--- src/rtl/seg7_scan_driver.sv ---
// seg7_scan_driver: frame-synchronous 4-digit seven-segment scan driver.
// Optional SEG7_LZB_EN enables leading-zero blanking.
module seg7_scan_driver #(
    parameter int unsigned SCAN_DIV = 270000
) (
    input  logic        clk,
    input  logic        rst,
    input  logic [15:0] digit_in,
    input  logic [3:0]  dp_in,
    input  logic        load,
    input  logic        blank,
    output logic [3:0]  led,
    output logic [7:0]  display,
    output logic        frame_done
);

    localparam logic [29:0] LAST = 30'(SCAN_DIV - 1);

    logic [29:0] cnt_q, cnt_d;
    logic [1:0]  pos_q, pos_d;
    logic [15:0] pend_q, pend_d;
    logic [3:0]  pend_dp_q, pend_dp_d;
    logic        pend_v_q, pend_v_d;
    logic [15:0] shadow_q, shadow_d;
    logic [3:0]  shadow_dp_q, shadow_dp_d;
    logic [3:0]  led_q, led_d;
    logic [7:0]  display_q, display_d;
    logic        frame_done_q, frame_done_d;

    logic        tick;
    logic        boundary;
    logic [3:0]  cur_digit;
    logic        cur_dot;
    logic [3:0]  lead_zero;

    function automatic logic [6:0] seg7(input logic [3:0] bcd);
        logic [6:0] s;
        case (bcd)
            4'd0:    s = 7'b0001000;
            4'd1:    s = 7'b1101101;
            4'd2:    s = 7'b0100010;
            4'd3:    s = 7'b0100100;
            4'd4:    s = 7'b1000101;
            4'd5:    s = 7'b0010100;
            4'd6:    s = 7'b0010000;
            4'd7:    s = 7'b0001101;
            4'd8:    s = 7'b0000000;
            4'd9:    s = 7'b0000100;
            default: s = 7'b1111111;
        endcase
        return s;
    endfunction

    // Next-state: prescaler, scan position, frame buffering and output decode
    always_comb begin
        tick         = (cnt_q == LAST);
        boundary     = tick && (pos_q == 2'd0);
        cnt_d        = tick ? 30'd0 : cnt_q + 30'd1;
        pos_d        = tick ? pos_q - 2'd1 : pos_q;
        pend_d       = pend_q;
        pend_dp_d    = pend_dp_q;
        pend_v_d     = pend_v_q;
        shadow_d     = shadow_q;
        shadow_dp_d  = shadow_dp_q;
        led_d        = led_q;
        display_d    = display_q;
        frame_done_d = boundary;

        if (load) begin
            pend_d    = digit_in;
            pend_dp_d = dp_in;
            pend_v_d  = 1'b1;
        end

        // Swap only at the boundary so a frame is never torn; a load in
        // the boundary cycle bypasses the pending slot.
        if (boundary) begin
            if (load) begin
                shadow_d    = digit_in;
                shadow_dp_d = dp_in;
            end else if (pend_v_q) begin
                shadow_d    = pend_q;
                shadow_dp_d = pend_dp_q;
            end
            pend_v_d = 1'b0;
        end

        cur_digit = shadow_d[{pos_d, 2'b00} +: 4];
        cur_dot   = shadow_dp_d[pos_d];

`ifdef SEG7_LZB_EN
        lead_zero[3] = (shadow_d[15:12] == 4'd0) && !shadow_dp_d[3];
        lead_zero[2] = lead_zero[3] && (shadow_d[11:8] == 4'd0)
                       && !shadow_dp_d[2];
        lead_zero[1] = lead_zero[2] && (shadow_d[7:4] == 4'd0)
                       && !shadow_dp_d[1];
        lead_zero[0] = 1'b0;
`else
        lead_zero = 4'b0000;
`endif

        if (tick) begin
            if (blank) begin
                led_d     = 4'b1111;
                display_d = 8'hFF;
            end else begin
                led_d = ~(4'b0001 << pos_d);
                if (lead_zero[pos_d]) begin
                    display_d = 8'hFF;
                end else begin
                    display_d = {seg7(cur_digit), ~cur_dot};
                end
            end
        end
    end

    // State and registered outputs; reset darkens the display at once
    always_ff @(posedge clk or posedge rst) begin
        if (rst) begin
            cnt_q        <= 30'd0;
            pos_q        <= 2'd0;
            pend_q       <= 16'd0;
            pend_dp_q    <= 4'd0;
            pend_v_q     <= 1'b0;
            shadow_q     <= 16'd0;
            shadow_dp_q  <= 4'd0;
            led_q        <= 4'b1111;
            display_q    <= 8'hFF;
            frame_done_q <= 1'b0;
        end else begin
            cnt_q        <= cnt_d;
            pos_q        <= pos_d;
            pend_q       <= pend_d;
            pend_dp_q    <= pend_dp_d;
            pend_v_q     <= pend_v_d;
            shadow_q     <= shadow_d;
            shadow_dp_q  <= shadow_dp_d;
            led_q        <= led_d;
            display_q    <= display_d;
            frame_done_q <= frame_done_d;
        end
    end

    assign led        = led_q;
    assign display    = display_q;
    assign frame_done = frame_done_q;

endmodule
--- config.mk ---
export PLATFORM = sky130hd
export DESIGN_NAME = seg7_scan_driver
export DESIGN_NICKNAME = d
export VERILOG_FILES = /design/src/rtl/seg7_scan_driver.sv
export SDC_FILE = /design/constraint.sdc
export NUM_CORES = 1
export LEC_CHECK = 0
export CAP_MARGIN = 20
export CORE_MARGIN = 3
export CORE_UTILIZATION = 63
export CTS_CLUSTER_SIZE = 24
export DETAILED_ROUTE_END_ITERATION = 10
export DONT_BUFFER_PORTS = 1
export HOLD_SLACK_MARGIN = 0.1
export PLACE_DENSITY_LB_ADDON = 0.25
export SLEW_MARGIN = 10
export SYNTH_ARGS = -nofsm -noshare
export SYNTH_HDL_FRONTEND = slang
export SYNTH_SLANG_ARGS = --single-unit
--- constraint.sdc ---
create_clock -name clk -period 5.2 [get_ports clk]
set_clock_uncertainty 0.05 [all_clocks]
set_input_delay 1.04 -clock clk [delete_from_list [all_inputs] [get_ports clk]]
set_output_delay 1.04 -clock clk [all_outputs]
set_load 0.01 [all_outputs]
# --- Word-level counts from Yosys, hierarchy flattened ---
# Memories as Yosys holds them, arrays and structs flattened.
# Cells that the tools add are included.
totals:
  ff_bits: 86
  romBits: 112
  word_cells: 39
  mem_count: 1
classes:
  addsub: 2
  magnitude_cmp: 1
  eq_ne: 1
  shifts: 2
  mux: 17
  bitwise_logic: 2
  n_reduce_logical: 3
memory_table:
  columns: ["name", "depth", "word_bits", "rd", "rd_clocked_by_memory_dff", "wr", "line_no", "rtl"]
  rows:
  - ["(name not given)", 16, 7, 1, 0, 0, "38", "case (bcd)"]
op_table:
  columns: ["operator", "n"]
  rows:
  - ["two-way mux 16 bit", 3]
  - ["adder 30 x 1 -> 30 bit, second input constant", 1]
  - ["== test 30 x 19 -> 1 bit, second input constant", 1]
  - ["two-way mux 30 bit", 1]
  - ["two-way mux 4 bit", 4]
  - ["two-way mux 8 bit", 2]
  - ["indexed part select 16 x 5 -> 4 bit", 1]
  - ["binary-select mux 1 bit (select 2 bit)", 2]
  - ["two-way mux 1 bit", 4]
  - ["inverter 4 bit", 1]
  - ["left shift 1 x 2 -> 4 bit, first input constant", 1]
  - ["less-than comparator 2 x 3 -> 1 bit, second input constant", 1]
  - ["zero test 2 bit", 1]
  - ["two-way mux 2 bit", 1]
  - ["nonzero test 2 bit", 1]
  - ["subtractor 2 x 1 -> 2 bit, second input constant", 1]
  - ["logical AND 1 bit", 1]
  - ["inverter 1 bit", 1]

# --- Longest topological paths before layout ---
depth:
  ltp_word: 8
  mapped_depth: 17
  mapped_depth_nobuf: 14

# --- Least setup slack after synthesis ---
# OpenSTA, ideal clock, no wires.
synth_path:
  kind: "register to register"
  start: "register cnt_q[23]"
  end: "register display_q[3] (netlist: display[3])"
  setup_time_ps: 105
  arrival_ps: 3754
  setup_slack_ps: 1291
  path_stages_with_launch: 13
  cell_sequence: "dfrtp_1 > or4_4 > or4_4 > buf_6 > or2_0 > buf_6 > a2111o_1 > mux2_4 > a211oi_4 > inv_1 > ha_1 > nor3b_1 > o41ai_1"
synth_via:
  elab_chain_cells: 7
synth_lines:
  columns: ["element", "line_no", "rtl"]
  rows:
  - ["from (decl)", "19", "logic [29:0] cnt_q, cnt_d;"]
  - ["from (signal assigned)", "131", "cnt_q <= cnt_d;"]
  - ["== test 30 x 19 -> 1 bit", "56", "tick = (cnt_q == LAST);"]
  - ["logical AND 1 bit", "57", "boundary = tick && (pos_q == 2'd0);"]
  - ["two-way mux 16 bit", "77", "if (boundary) begin"]
  - ["named net shadow_d[1]", "24", "logic [15:0] shadow_q, shadow_d;"]
  - ["indexed part select 16 x 5 -> 4 bit", "88", "cur_digit = shadow_d[{pos_d, 2'b00} +: 4];"]
  - ["memory (16 x 7 bit)", null, null]
  - ["two-way mux 8 bit", "108", "if (lead_zero[pos_d]) begin"]
  - ["two-way mux 8 bit", "103", "if (blank) begin"]
  - ["to (signal assigned)", "139", "display_q <= display_d;"]
  - ["to (decl)", "27", "logic [7:0] display_q, display_d;"]
# The timed path passes the listed nets, and every way through them passes these cells. The select of a mux whose other input is x is not followed.
# A chain may end at the register's enable or synchronous reset.

# --- Final worst setup path ---
layout_path:
  start: "register cnt_q[22]"
  end: "register display_q[3] (netlist: display[3])"
layout_lines:
  columns: ["element", "line_no", "rtl"]
  rows:
  - ["== test 30 x 19 -> 1 bit *", "56", null]
  - ["two-way mux 2 bit *", "59", "pos_d = tick ? pos_q - 2'd1 : pos_q;"]
  - ["named net pos_d[1]", "20", "logic [1:0] pos_q, pos_d;"]
  - ["indexed part select 16 x 5 -> 4 bit / binary-select mux 1 bit (select 2 bit) (equally long branches)", "88, 108", null]
  - ["memory (16 x 7 bit) / two-way mux 1 bit (equally long branches)", null, null]
  - ["two-way mux 8 bit *", "108", null]
  - ["two-way mux 8 bit *", "103", null]
# The timed path passes the listed nets; every way through them passes the cells marked *. The select of a mux whose other input is x is not followed.

==> out/qor.yml <==
maxCapViolations: 0
arrival_ns: 4.52
period_share_pct: 83.14
r2r-start: "cnt_q[22]$_DFF_PP0_"
wire_per_inst_um: 17.26
seq_power_share_pct: 57.8
antenna_found_initial: 0
ys_ff_latch: 86
crit_type: "flop to flop"
coreArea_um2: 6459
end_kind: "flop"
finalCriticalPeriod_ns: 4.323
slew_headroom_pct: 36.00
syn-num-nets: 450
max_freq_mhz: 231.3
dp_hpwl_um: 6104
dieArea_um2: 7796
via_per_inst: 6.266
dp_cells: 481
top_layer: "met4"
rows: 29
finalMaxSlewViolations: 0
async_reset_ff_share_pct: 100.0
clkPwrFrac_pct: 36.3
yosysWarnings: 0
ios: 37
synth_seq_area_share_pct: 50.79
setup_tns_ns: 0
r2r_slack_ns: 0.88
seqCellArea_um2: 2167
stdcell_count: 497
post-cts-setup-buffers: 0
p_leak_nw: 2.068
cp_max_fo: 9
clkLatencyLatePin_ns: 0.35
gp_congestion: 0.8354
cts_root_buffer: "clkbuf_8"
multi_input_area_um2: 1926
hold_viol: 0
crit_path_start: "cnt_q[22]$_DFF_PP0_"
cts_resized: 0
p_int_mw: 0.9390
syn2layout_area_growth_pct: 5.279
h-tree-depth: 3
grt_pass1_wl_um: 14260
syn-instance-count: 419
preCtsSetupSlack_ns: 0.8974
start_util_pct: 66.06
clk_pin_slew_ns: 0.08
die_h_um: 88.30
grt_pass1_vias: 3012
finalWorstSetupSlack_ns: 0.8769
die_x_um: 88.30
route.met3.wl_um: 489
final_nets: 446
ant_nets: 0
vias: 3114
combPwrFrac_pct: 5.9
drc: 0
required_ns: 5.39
rsz0062_at_grt: "no"
cts_tree: "yes"
io_buffer_count: 0
worst_pin_slew_ns: 0.9557
drt_iter0_markers: 232
grt_max_degree: 45
wl_met1_um: 3765
finalPower_mw: 1.212
synthesis.area_um2: 4267
cts_buffer_depth: 2
status: "finished clean"
setup_viol: 0
sw_frac_of_total_pct: 22.53
max-vdd-ir-drop_v: 0.0001605
power.switching_mw: 0.2730
grt_use_total_pct: 23.81
setup.worst_path.start_class: "flop"
synth_edf_count: 0
fillers: 498
hp-start: "cnt_q[29]$_DFF_PP0_"
postCtsHoldBufs: 0
hold_path.class: "flop to flop"
drive_gt1_share_pct: 13.33
wirelength_um: 8577
num_antenna_cells: 0
clkSinkCount: 86
synth_cell_types: 58
avgSynthCellArea_um2: 10.18
power_density_nw_per_um2: 269.8
numCtsBuffers: 9
grt-ovfl-total: 0
wl_met2_um: 4083
dr.pass1.iters: 4
synthFlopType: "dfrtp_1"
final timing paths:
check / end / cells after the start
min in group asynchronous: pos_q[0]$_DFF_PP0_ / 1
setup reg to reg: display[3]$_DFFE_PP1N_ / 11
hold reg to reg: cnt_q[29]$_DFF_PP0_ / 1
setup / recovery: display[3]$_DFFE_PP1N_ / 11
max in group asynchronous: shadow_q[11]$_DFF_PP0_ / 2
hold / removal: cnt_q[29]$_DFF_PP0_ / 1
Yosys cell counts, drive strengths merged (8+ instances only):
master   n  area [um2]
a21oi   10       50.05
and3     8       50.05
clkbuf  16       60.06
dfrtp   74        1852
dfstp   12       315.3
inv     22       82.58
mux2    17       195.2
nand2   35       131.4
nand3   23       115.1
nor2    44       167.7
nor3    17       85.08
o21ai   16       80.08
xnor2   17       148.9
xor2    12       105.1
cells by family after synthesis:
family	synth area share [%]
and+or+nand+nor	18.89
buffers and inverters	4.076
xor gates and xnor gates	5.953
DFF	50.79
adders and majority gates	2.053
AOI/OAI and AO/OA	11.91
muxes	6.334
flip-flops by register name (all words and copies together), names as in the netlist:
signal and count:
cnt_q 30, pend_q 16, shadow_q 16, display 8
led 4, pend_dp_q 4, shadow_dp_q 4, pos_q 2
frame_done 1, pend_v_q 1
final cells by class:
cell class | instances | area share (%)
Tap cell | 77 | 2.145
Sequential cell | 86 | 48.25
Multi-Input combinational cell | 291 | 42.87
Clock inverter | 5 | 1.114
Clock buffer | 11 | 2.925
Timing Repair Buffer | 5 | 0.8357
Inverter | 22 | 1.866
stage by stage:
stage	utilization, %	instance area, um2	hold WS (ns)
after floorplan	-	4267	0.3971
after global placement	66.74	4310	0.4146
after detailed placement	66.74	4310	0.4174
after CTS	69.55	4492	0.4303
after global routing	69.55	4492	0.4529
final	69.55	4492	0.4328
metal layers:
metal	vias to the layer above	GRT usage (%)
met2	96	36.85
met1	1523	32.43
met4	0	11.26
met5	-	0
met3	20	4.842
li1	1475	-
cell usage in the layout (no fill, tap or decap), drive strengths merged, types with 3 or more instances in the layout:
cell type	n
a32oi	4
o21ai	16
a31oi	5
and2	7
clkbuf	11
nand2b	3
dfstp	12
nand3	23
o22a	3
a211o	3
nor4	4
clkinv	5
or4	4
o211a	3
xor2	12
o22ai	3
nor3	17
mux2i	3
xnor2	17
mux2	17
and3	8
buf	5
nand4	5
inv	21
nand2	35
nor2	44
o31ai	3
ha	7
a22o	3
a21oi	10
dfrtp	74
o32ai	3
power groups by stage:
| stage | clock network (mW) | logic [mW] | registers [mW] |
|---|---|---|---|
| 2_1_floorplan | 0 | 0.0616 | 0.710 |
| 3_3_place_gp | 0 | 0.0713 | 0.712 |
| 3_5_place_dp | 0 | 0.0727 | 0.713 |
| 4_1_cts | 0.450 | 0.0734 | 0.700 |
| 5_1_grt | 0.483 | 0.0815 | 0.702 |
| 6_report | 0.440 | 0.0721 | 0.700 |
critical path, cell delays in order, from the launching register on:
cell and delay (ns):
dfrtp_1 0.43, or4b_1 0.57, nor4_1 0.41, nand2_1 0.29, a21oi_1 0.61, inv_1 0.19, mux2_4 0.35, a211oi_4 0.43
inv_1 0.12, ha_1 0.24, nor3b_1 0.14, o41ai_1 0.37
(Power assumes the default switching activity.)
